--- config.mk ---
export PLATFORM = sky130hd
export DESIGN_NAME = axi_lsu_dma_arb_2to1
export DESIGN_NICKNAME = d
export VERILOG_FILES = /design/src/rtl/axi_lsu_dma_arb_2to1_pkg.sv /design/src/rtl/axi_lsu_dma_arb_2to1_rr2.sv /design/src/rtl/axi_lsu_dma_arb_2to1.sv
export SDC_FILE = /design/constraint.sdc
export NUM_CORES = 1
export LEC_CHECK = 0
export BUFFER_PORTS_ARGS = -buffer_cell sky130_fd_sc_hd__buf_2
export CAP_MARGIN = 10
export CELL_PAD_IN_SITES_DETAIL_PLACEMENT = 0
export CELL_PAD_IN_SITES_GLOBAL_PLACEMENT = 1
export CORE_AREA = 2 2 288 290
export CTS_CLUSTER_SIZE = 8
export DETAILED_ROUTE_END_ITERATION = 10
export DIE_AREA = 0 0 290 292
export PLACE_DENSITY = 0.31
export SETUP_SLACK_MARGIN = 0.4
export SLEW_MARGIN = 20
export SYNTH_ARGS = -nofsm -noshare
export SYNTH_HDL_FRONTEND = slang
export SYNTH_SLANG_ARGS = --single-unit
export TNS_END_PERCENT = 1
--- constraint.sdc ---
create_clock -name clk -period 4.5 [get_ports clk]
set_input_delay 0 -clock clk [delete_from_list [all_inputs] [get_ports clk]]
set_output_delay 0 -clock clk [all_outputs]
set_load 0.03 [all_outputs]
--- src/rtl/axi_lsu_dma_arb_2to1_pkg.sv ---
// Shared types and constants for the LSU/DMA 2:1 AXI merge.
// Owner encoding doubles as the MSB that is prepended to the slave-side ID.
package axi_arb_pkg;

  typedef enum logic {OWN_M0 = 1'b0, OWN_M1 = 1'b1} owner_e;

  localparam logic [1:0] RESP_OKAY   = 2'b00;
  localparam logic [1:0] RESP_SLVERR = 2'b10;

  // Bit position of the owner flag inside a slave-side ID.
  function automatic int owner_bit(input int s_id_width);
    return s_id_width - 1;
  endfunction

endpackage

--- src/rtl/axi_lsu_dma_arb_2to1_rr2.sv ---
// Two-way address-channel arbiter: round-robin (or m0 fixed priority when
// AXI_ARB_M0_PRIORITY_EN is defined), grant locked while the slave stalls.
module axi_arb_rr2
  import axi_arb_pkg::*;
(
  input  logic   clk,
  input  logic   reset_l,
  input  logic   req0,
  input  logic   req1,
  input  logic   en,
  input  logic   ready,
  output logic   valid,
  output owner_e owner
);

  logic   lock;
  owner_e lock_owner;
  owner_e pick;

`ifndef AXI_ARB_M0_PRIORITY_EN
  owner_e last;
`endif

  // Select the owner: a stalled grant must not move until its handshake.
  always_comb begin
    pick = OWN_M0;
    if (lock) begin
      pick = lock_owner;
    end else if (req0 && req1) begin
`ifdef AXI_ARB_M0_PRIORITY_EN
      pick = OWN_M0;
`else
      pick = (last == OWN_M1) ? OWN_M0 : OWN_M1;
`endif
    end else if (req1) begin
      pick = OWN_M1;
    end else begin
      pick = OWN_M0;
    end
  end

  assign owner = pick;
  assign valid = en & ((pick == OWN_M1) ? req1 : req0);

  // Lock tracking: set on a stalled valid, released by the handshake.
  always_ff @(posedge clk or negedge reset_l) begin
    if (!reset_l) begin
      lock       <= 1'b0;
      lock_owner <= OWN_M0;
    end else if (valid && ready) begin
      lock       <= 1'b0;
    end else if (valid) begin
      lock       <= 1'b1;
      lock_owner <= pick;
    end
  end

`ifndef AXI_ARB_M0_PRIORITY_EN
  // Last-grant history; reset to m1 so m0 wins the first tie.
  always_ff @(posedge clk or negedge reset_l) begin
    if (!reset_l) begin
      last <= OWN_M1;
    end else if (valid && ready) begin
      last <= pick;
    end
  end
`endif

endmodule

--- src/rtl/axi_lsu_dma_arb_2to1.sv ---
// 2:1 AXI merge of LSU (m0) and DMA/debug (m1) onto one slave; owner rides in
// the slave ID MSB. Build option: AXI_ARB_M0_PRIORITY_EN (fixed m0 priority).
module axi_lsu_dma_arb_2to1
  import axi_arb_pkg::*;
#(
  parameter int M_ID_WIDTH  = 8,
  parameter int S_ID_WIDTH  = M_ID_WIDTH + 1,
  parameter int WFIFO_DEPTH = 4
) (
  input  logic                  clk,
  input  logic                  reset_l,
  input  logic                  m0_arvalid,
  input  logic [M_ID_WIDTH-1:0] m0_arid,
  input  logic [31:0]           m0_araddr,
  output logic                  m0_arready,
  output logic                  m0_rvalid,
  output logic [63:0]           m0_rdata,
  output logic [M_ID_WIDTH-1:0] m0_rid,
  output logic [1:0]            m0_rresp,
  output logic                  m0_rlast,
  input  logic                  m0_rready,
  input  logic                  m0_awvalid,
  input  logic [M_ID_WIDTH-1:0] m0_awid,
  input  logic [31:0]           m0_awaddr,
  output logic                  m0_awready,
  input  logic                  m0_wvalid,
  input  logic [63:0]           m0_wdata,
  input  logic [7:0]            m0_wstrb,
  output logic                  m0_wready,
  output logic                  m0_bvalid,
  output logic [M_ID_WIDTH-1:0] m0_bid,
  output logic [1:0]            m0_bresp,
  input  logic                  m0_bready,
  input  logic                  m1_arvalid,
  input  logic [M_ID_WIDTH-1:0] m1_arid,
  input  logic [31:0]           m1_araddr,
  output logic                  m1_arready,
  output logic                  m1_rvalid,
  output logic [63:0]           m1_rdata,
  output logic [M_ID_WIDTH-1:0] m1_rid,
  output logic [1:0]            m1_rresp,
  output logic                  m1_rlast,
  input  logic                  m1_rready,
  input  logic                  m1_awvalid,
  input  logic [M_ID_WIDTH-1:0] m1_awid,
  input  logic [31:0]           m1_awaddr,
  output logic                  m1_awready,
  input  logic                  m1_wvalid,
  input  logic [63:0]           m1_wdata,
  input  logic [7:0]            m1_wstrb,
  output logic                  m1_wready,
  output logic                  m1_bvalid,
  output logic [M_ID_WIDTH-1:0] m1_bid,
  output logic [1:0]            m1_bresp,
  input  logic                  m1_bready,
  output logic                  s_arvalid,
  output logic [S_ID_WIDTH-1:0] s_arid,
  output logic [31:0]           s_araddr,
  input  logic                  s_arready,
  input  logic                  s_rvalid,
  input  logic [63:0]           s_rdata,
  input  logic [S_ID_WIDTH-1:0] s_rid,
  input  logic [1:0]            s_rresp,
  input  logic                  s_rlast,
  output logic                  s_rready,
  output logic                  s_awvalid,
  output logic [S_ID_WIDTH-1:0] s_awid,
  output logic [31:0]           s_awaddr,
  input  logic                  s_awready,
  output logic                  s_wvalid,
  output logic [63:0]           s_wdata,
  output logic [7:0]            s_wstrb,
  output logic                  s_wlast,
  input  logic                  s_wready,
  input  logic                  s_bvalid,
  input  logic [S_ID_WIDTH-1:0] s_bid,
  input  logic [1:0]            s_bresp,
  output logic                  s_bready
);

  localparam int OB    = owner_bit(S_ID_WIDTH);
  localparam int PTR_W = $clog2(WFIFO_DEPTH);
  localparam int CNT_W = PTR_W + 1;

  logic   ar_valid, aw_valid;
  owner_e ar_owner, aw_owner;

  logic [WFIFO_DEPTH-1:0] fifo_own;
  logic [PTR_W-1:0]       wr_ptr, rd_ptr;
  logic [CNT_W-1:0]       cnt;
  logic                   full, empty, push, pop;
  owner_e                 head;
  logic                   r_own, b_own;

  // ---------------- AR ----------------
  axi_arb_rr2 u_ar_arb (
    .clk     (clk),
    .reset_l (reset_l),
    .req0    (m0_arvalid),
    .req1    (m1_arvalid),
    .en      (reset_l),
    .ready   (s_arready),
    .valid   (ar_valid),
    .owner   (ar_owner)
  );

  assign s_arvalid  = ar_valid;
  assign s_arid     = {ar_owner, (ar_owner == OWN_M1) ? m1_arid : m0_arid};
  assign s_araddr   = (ar_owner == OWN_M1) ? m1_araddr : m0_araddr;
  assign m0_arready = ar_valid & s_arready & (ar_owner == OWN_M0);
  assign m1_arready = ar_valid & s_arready & (ar_owner == OWN_M1);

  // ---------------- AW (held off while every owner slot is taken) ----------------
  assign full  = (cnt == CNT_W'(WFIFO_DEPTH));
  assign empty = (cnt == {CNT_W{1'b0}});

  axi_arb_rr2 u_aw_arb (
    .clk     (clk),
    .reset_l (reset_l),
    .req0    (m0_awvalid),
    .req1    (m1_awvalid),
    .en      (reset_l & ~full),
    .ready   (s_awready),
    .valid   (aw_valid),
    .owner   (aw_owner)
  );

  assign s_awvalid  = aw_valid;
  assign s_awid     = {aw_owner, (aw_owner == OWN_M1) ? m1_awid : m0_awid};
  assign s_awaddr   = (aw_owner == OWN_M1) ? m1_awaddr : m0_awaddr;
  assign m0_awready = aw_valid & s_awready & (aw_owner == OWN_M0);
  assign m1_awready = aw_valid & s_awready & (aw_owner == OWN_M1);

  // ---------------- W steered by accepted-AW order ----------------
  assign push = aw_valid & s_awready;
  assign pop  = s_wvalid & s_wready;
  assign head = owner_e'(fifo_own[rd_ptr]);

  assign s_wvalid  = reset_l & ~empty & ((head == OWN_M1) ? m1_wvalid : m0_wvalid);
  assign s_wdata   = (head == OWN_M1) ? m1_wdata : m0_wdata;
  assign s_wstrb   = (head == OWN_M1) ? m1_wstrb : m0_wstrb;
  assign s_wlast   = 1'b1;
  assign m0_wready = reset_l & ~empty & (head == OWN_M0) & s_wready;
  assign m1_wready = reset_l & ~empty & (head == OWN_M1) & s_wready;

  // Owner FIFO: pointers wrap naturally since the depth is a power of two.
  always_ff @(posedge clk or negedge reset_l) begin
    if (!reset_l) begin
      fifo_own <= {WFIFO_DEPTH{1'b0}};
      wr_ptr   <= {PTR_W{1'b0}};
      rd_ptr   <= {PTR_W{1'b0}};
      cnt      <= {CNT_W{1'b0}};
    end else begin
      if (push) begin
        fifo_own[wr_ptr] <= aw_owner;
        wr_ptr           <= wr_ptr + PTR_W'(1);
      end
      if (pop) begin
        rd_ptr <= rd_ptr + PTR_W'(1);
      end
      case ({push, pop})
        2'b10:   cnt <= cnt + CNT_W'(1);
        2'b01:   cnt <= cnt - CNT_W'(1);
        default: cnt <= cnt;
      endcase
    end
  end

  // ---------------- R / B routed by owner bit ----------------
  assign r_own     = s_rid[OB];
  assign m0_rvalid = reset_l & s_rvalid & ~r_own;
  assign m1_rvalid = reset_l & s_rvalid & r_own;
  assign m0_rid    = s_rid[M_ID_WIDTH-1:0];
  assign m1_rid    = s_rid[M_ID_WIDTH-1:0];
  assign m0_rdata  = s_rdata;
  assign m1_rdata  = s_rdata;
  assign m0_rresp  = s_rresp;
  assign m1_rresp  = s_rresp;
  assign m0_rlast  = s_rlast;
  assign m1_rlast  = s_rlast;
  assign s_rready  = reset_l & (r_own ? m1_rready : m0_rready);

  assign b_own     = s_bid[OB];
  assign m0_bvalid = reset_l & s_bvalid & ~b_own;
  assign m1_bvalid = reset_l & s_bvalid & b_own;
  assign m0_bid    = s_bid[M_ID_WIDTH-1:0];
  assign m1_bid    = s_bid[M_ID_WIDTH-1:0];
  assign m0_bresp  = s_bresp;
  assign m1_bresp  = s_bresp;
  assign s_bready  = reset_l & (b_own ? m1_bready : m0_bready);

endmodule

=== After elaboration in Yosys (flattened, before gate mapping) ===
Index checks and enable logic that the tools add are counted.

* Bits of input ports: 408
* Output and inout port bits: 340
* Logic and storage cells: 93
* Flip-flop bits (word level): 17

* Equality and inequality tests: 3
* Bitwise operators: 33
* $add $sub $neg: 4
* Reduce and logical (&&, ||, !) cells: 11
* Mux-type cells: 29
* $lt $le $gt $ge: 3

{| class="wikitable"
|+ Operator list
! kind !! count
|-
| 32-bit 2-to-1 mux || 2
|-
| 64-bit 2-to-1 mux || 1
|-
| 1-bit bitwise AND || 24
|-
| 8-bit 2-to-1 mux || 3
|-
| 1-bit 2-to-1 mux || 19
|-
| 1-bit NOT || 9
|-
| 2-bit by 3-bit less-than comparator with 1-bit output, second input constant || 2
|-
| 3-bit one-hot mux with 2 select lines || 1
|-
| 2-bit nonzero test || 3
|-
| 1-bit logical AND || 5
|-
| 2-bit by 1-bit adder with 2-bit output, second input constant || 2
|-
| 4-bit bitwise mux || 1
|-
| 2-bit AND reduction || 2
|-
| 3-bit by 1-bit adder with 3-bit output, second input constant || 1
|-
| 3-bit equality test, second input constant || 1
|-
| 3-bit logical NOT || 1
|-
| 3-bit by 1-bit subtractor with 3-bit output, second input constant || 1
|-
| 1-bit binary-select mux with 2-bit select || 1
|-
| 1-bit demux with 2-bit select || 1
|-
| 2-bit by 1-bit equality test with 1-bit output, second input constant || 1
|-
| 2-bit equality test, second input constant || 1
|-
| 2-bit by 1-bit >= comparator with 1-bit output, second input constant || 1
|}

=== Depth between registers and ports, before layout ===
* Depth in word-level cells: 8
* Depth in mapped cells: 12

=== Hierarchy ===
Synthesis repeated with hierarchy kept, for this count alone.

* Cells, all modules: 446
* Area total of the unflattened synthesis: 4,434.3 um^2

{| class="wikitable"
|+ Modules (own cells, without submodules)
! module !! times used !! cells an instance !! area each (um^2) !! seq. area each (um^2)
|-
| axi_lsu_dma_arb_2to1 || 1 || 416 || 4,043.9 || 275.3
|-
| axi_arb_rr2 || 2 || 15 || 195.2 || 76.3
|}

=== Worst setup path after synthesis ===
Ideal clock, no wire load.

* Kind: flip-flop to flip-flop
* Start point: register rd_ptr[1]
* End point: register cnt[2]
* Path slack: 2.160 ns
* Required time: 4.420 ns
* Data arrival time: 2.260 ns
* Stages on the path, launching flop included: 13
* Buffers on the path: 2
* Setup time: 0.080 ns
* Cells stage by stage: dfrtp_1 > mux2i_1 > mux2i_1 > buf_4 > buf_6 > mux2i_1 > nor2_1 > ha_1 > inv_1 > fa_1 > xor2_1 > nor2_1 > xnor2_1

* Word-level cells in the longest chain between the ends: 7
* Elaborated cells between the ends (all ways): 9

{| class="wikitable"
|+ Ends and longest elaborated chain
! what !! line !! text
|-
| start, declared || axi_lsu_dma_arb_2to1.sv:89 || <nowiki>logic [PTR_W-1:0] wr_ptr, rd_ptr;</nowiki>
|-
| start signal, assigned || axi_lsu_dma_arb_2to1.sv:151 || <nowiki>rd_ptr <= {PTR_W{1'b0}};</nowiki>
|-
| start signal, assigned || axi_lsu_dma_arb_2to1.sv:159 || <nowiki>rd_ptr <= rd_ptr + PTR_W'(1);</nowiki>
|-
| 1-bit binary-select mux with 2-bit select * || axi_lsu_dma_arb_2to1.sv:137 || <nowiki>assign head = owner_e'(fifo_own[rd_ptr]);</nowiki>
|-
| 1-bit 2-to-1 mux (not written as such) * || axi_lsu_dma_arb_2to1.sv:137 ||
|-
| 1-bit 2-to-1 mux * || axi_lsu_dma_arb_2to1.sv:139 || <nowiki>assign s_wvalid = reset_l & ~empty & ((head == OWN_M1) ? m1_wvalid : m0_wvalid);</nowiki>
|-
| 1-bit bitwise AND * || axi_lsu_dma_arb_2to1.sv:139 ||
|-
| 1-bit bitwise AND * || axi_lsu_dma_arb_2to1.sv:136 || <nowiki>assign pop = s_wvalid & s_wready;</nowiki>
|-
| net pop || axi_lsu_dma_arb_2to1.sv:91 || <nowiki>logic full, empty, push, pop;</nowiki>
|-
| 2-bit by 1-bit equality test with 1-bit output / 2-bit equality test (equally long branches) || axi_lsu_dma_arb_2to1.sv:161 || <nowiki>case ({push, pop})</nowiki>
|-
| 3-bit one-hot mux with 2 select lines / 2-bit nonzero test (equally long branches) || -- ||
|-
| end signal, assigned || axi_lsu_dma_arb_2to1.sv:162 || <nowiki>2'b10: cnt <= cnt + CNT_W'(1);</nowiki>
|-
| end signal, assigned || axi_lsu_dma_arb_2to1.sv:163 || <nowiki>2'b01: cnt <= cnt - CNT_W'(1);</nowiki>
|-
| end signal, assigned || axi_lsu_dma_arb_2to1.sv:164 || <nowiki>default: cnt <= cnt;</nowiki>
|-
| end, declared || axi_lsu_dma_arb_2to1.sv:90 || <nowiki>logic [CNT_W-1:0] cnt;</nowiki>
|}

The timed path passes the listed nets; every way through them passes the cells marked *. The select of a mux whose other input is x is not followed.
A chain may end at the register's enable or synchronous reset.

=== Final worst setup path ===
* Start point: register rd_ptr[1]
* End point: output s_wdata[8]

* Word-level cells in the longest chain between the ends: 3

{| class="wikitable"
|+ Ends and longest elaborated chain
! what !! line !! text
|-
| 1-bit binary-select mux with 2-bit select || axi_lsu_dma_arb_2to1.sv:137 ||
|-
| 1-bit 2-to-1 mux (not written as such) || axi_lsu_dma_arb_2to1.sv:137 ||
|-
| 64-bit 2-to-1 mux || axi_lsu_dma_arb_2to1.sv:140 || <nowiki>assign s_wdata = (head == OWN_M1) ? m1_wdata : m0_wdata;</nowiki>
|-
| end, declared || axi_lsu_dma_arb_2to1.sv:71 || <nowiki>output logic [63:0] s_wdata,</nowiki>
|}

Every way passes these cells. The select of a mux whose other input is x is not followed.

==> qor.yml <==
timing:
  fin_crit_ps: 2910
  worst_pin_slew_ps: 904
  setup_viol_count_final: 0
  fin_crit_sh_pct: 64.6
  setup_tns_ps: 0
  drv_slew: 0
  rsz0062_at_grt: "no"
  finClkSkew_ps: 1.58
  hold_viol: 0
  fmax_ghz: 0.344
  slew_headroom_pct: 39.7
yosys:
  yosys-top-cells-count: "buf_4 (174), mux2_2 (160), dfrtp_1 (15), inv_1 (13), buf_2 (12)"
  synth_top_flop_cell: "dfrtp_1"
  yosys.area.top_type: "mux2_2"
  synth_mux_area_share_pct: 45.0
  synth_edf_count: 0
  async_reset_ff_share_pct: 100
  yosys-top-cells-area: "mux2_2 (43%), buf_4 (31%), dfrtp_1 (8.9%), mux2i_1 (2.4%), ha_1 (1.5%)"
  synth-compound-area-share_pct: 2.49
  yosysUniqueCellTypes: 34
  yosysWarnings: 0
  synthMostInstantiatedCell: "buf_4"
  synthAdderAreaFrac_pct: 1.95
  synthXorXnorAreaFrac_pct: 1.04
  synth_seq_cells: 17
  synth_fp_nets: 868
  yosysSeqAreaShare_pct: 10.1
  synth_cells: 454
  netlist_area_um2: 4230
  synth.avg_cell_area_um2: 9.32
  synthSimpleGateAreaFrac_pct: 4.47
  synth_top_family_by_area: "multiplexers"
  synth_top_area_share_pct: 42.6
worst_setup_path:
  critPathKind: "reg -> out"
  worstPathRequired_ps: 4500
  crit_fanout: 64
  crit_start: "rd_ptr[1]"
  cp.arrival_ps: 2910
  r2r-start: "rd_ptr[1]"
  rr_worst_depth: 10
  end_kind: "primary output"
  reg2reg_slack_ps: 1880
  worstPathCellList: "mux2i_1 -> mux2i_4 -> buf_4 -> mux2_2 -> buf_2"
  slowest_delay_ps: 750
  start_kind: "flop"
  slowest_stage: "buf_4"
power_and_ir_drop:
  vdd_drop_max_v: 0.000247
  seq_power_share_pct: 7.6
  p_clk_share_pct: 4.5
  pwr_density_cell_nw_per_um2: 587
  internal_power_w: 0.00166
  p_comb_share_pct: 87.9
  p_switching_w: 0.00231
  p_sw_share_pct: 58.2
  p_leak_nw: 3.13
floorplan:
  dieArea_um2: 84700
  fp.dieH_um: 292
  num_rows: 105
  core_um2: 81600
  start_util_pct: 5.18
  io_pins: 748
  dieWidth_um: 290
routing:
  drtIter0Drc: 73
  drt-total-wl_um: 22500
  routedWlPerCell_um: 12.3
  num_vias: 4462
  ant_nets: 0
  via_per_inst: 2.43
  first_pass_iters: 4
  remaining_drc_errors: 0
clocking:
  root_buffer: "clkbuf_16"
  cts_buffers: 3
  cts_buffer_depth: 2
  cts_resized: 0
  clk_pin_slew_ps: 50
  cts_tree: "built"
  clk_latency_ps: 250
  cts.sinks: 17
  ctsHoldBuffers: 2
  post-cts-setup-buffer-count: 0
  htree_levels: 1
worst_hold_path:
  hp-class: "in -> out"
  hold_depth: 0
  min_from: "s_rdata[28]"
grt:
  antenna_found_initial: 14
  grt_start_max_net_pins: 65
  grt_pass1_wl_um: 30800
  grt_overflow: 0
  grtUsageTotal_pct: 4.93
  grt_pass1_vias: 4604
placed_design:
  gp_congestion: 0.710
  io_buffers: 491
  post_dp_cell_area_um2: 6650
  dp_hpwl_um: 20400
finish:
  fin_area_um2: 6770
  fillers: 9613
  layout-drive-gt1-share_pct: 87.3
  nets: 1178
  area_delta_synth_final_pct: 60.0
outcome:
  status: "finished clean"
flow_run:
  maxCapViolCount: 0
[placed cells by master (no fill, tap or decap), drive strengths merged, types with 3 or more instances in the layout]
master  instances
ha              5
inv            13
dfrtp          15
nor4            5
o31ai           3
diode           3
xnor2           3
mux2          160
mux2i          10
and3            3
clkbuf          4
nand2          10
buf           495
nor2            9
a21oi           4
[layout make-up]
| cell class | instances | area (um^2) | area share, % |
|---|---|---|---|
| antenna | 3 | 7.51 | 0.111 |
| clock buffer | 4 | 78.8 | 1.16 |
| inverter | 13 | 48.8 | 0.721 |
| multi-input combinational | 232 | 2360 | 34.8 |
| sequential | 17 | 428 | 6.32 |
| tap | 1070 | 1340 | 19.8 |
| timing repair buffer | 497 | 2510 | 37.1 |
[kinds of logic after synthesis]
family / count (synthesis)
flip-flops: 17
AND/OR/NAND/NOR: 35
buffers and inverters: 205
multiplexers: 170
XOR/XNOR: 5
AO/OA/AOI/OAI: 15
other: 1
adder cells (fa/ha/maj): 6
[final timing paths]
kind | end
hold reg to reg | fifo_own[2]
setup reg to reg | cnt[2]
hold / removal | m1_rdata[28]
setup / recovery | s_wdata[8]
max in group asynchronous | u_ar_arb.last
min in group asynchronous | u_aw_arb.lock
[power by group through the flow]
stage          sequential [W]  combinational, W  clock, W
2_1_floorplan        0.000282           0.00292         0
3_3_place_gp         0.000307           0.00360         0
3_5_place_dp         0.000307           0.00359         0
4_1_cts              0.000305           0.00360  0.000188
5_1_grt              0.000317           0.00374  0.000198
6_report             0.000304           0.00349  0.000179
[worst max-delay path, delay by kind of cell, from the launching register on]
kind / cells / cell delay, ps
buffers and inverters: 2 / 940
muxes: 3 / 1190
DFF: 1 / 410
[metrics by stage]
step	utilization, %	total power (W)	setup WS, ps	hold WS [ps]	instances
after global placement	8.16	0.00391	1790	0.299	1827
after global routing	8.28	0.00425	1390	0.0648	1833
after floorplan	-	0.00320	2160	-296	454
after detailed placement	8.16	0.00390	1750	0.299	1827
final	8.29	0.00398	1590	0.00977	1836
after CTS	8.28	0.00409	1490	0.299	1833
[sequential cells by signal, summed over array words and instances (netlist names)]
| name | count |
|---|---|
| fifo_own | 4 |
| cnt | 3 |
| rd_ptr | 2 |
| wr_ptr | 2 |
| u_ar_arb.last | 1 |
| u_ar_arb.lock | 1 |
| u_ar_arb.lock_owner | 1 |
| u_aw_arb.last | 1 |
| u_aw_arb.lock | 1 |
| u_aw_arb.lock_owner | 1 |
[metal layers]
metal	vias up	GRT usage (%)	part of all wire [%]
met5	-	0	0.29
met1	1937	4.73	34
li1	2002	-	-
met3	61	2.62	12
met4	10	1.04	2.3
met2	452	9.25	51
(Power assumes the default switching activity.)
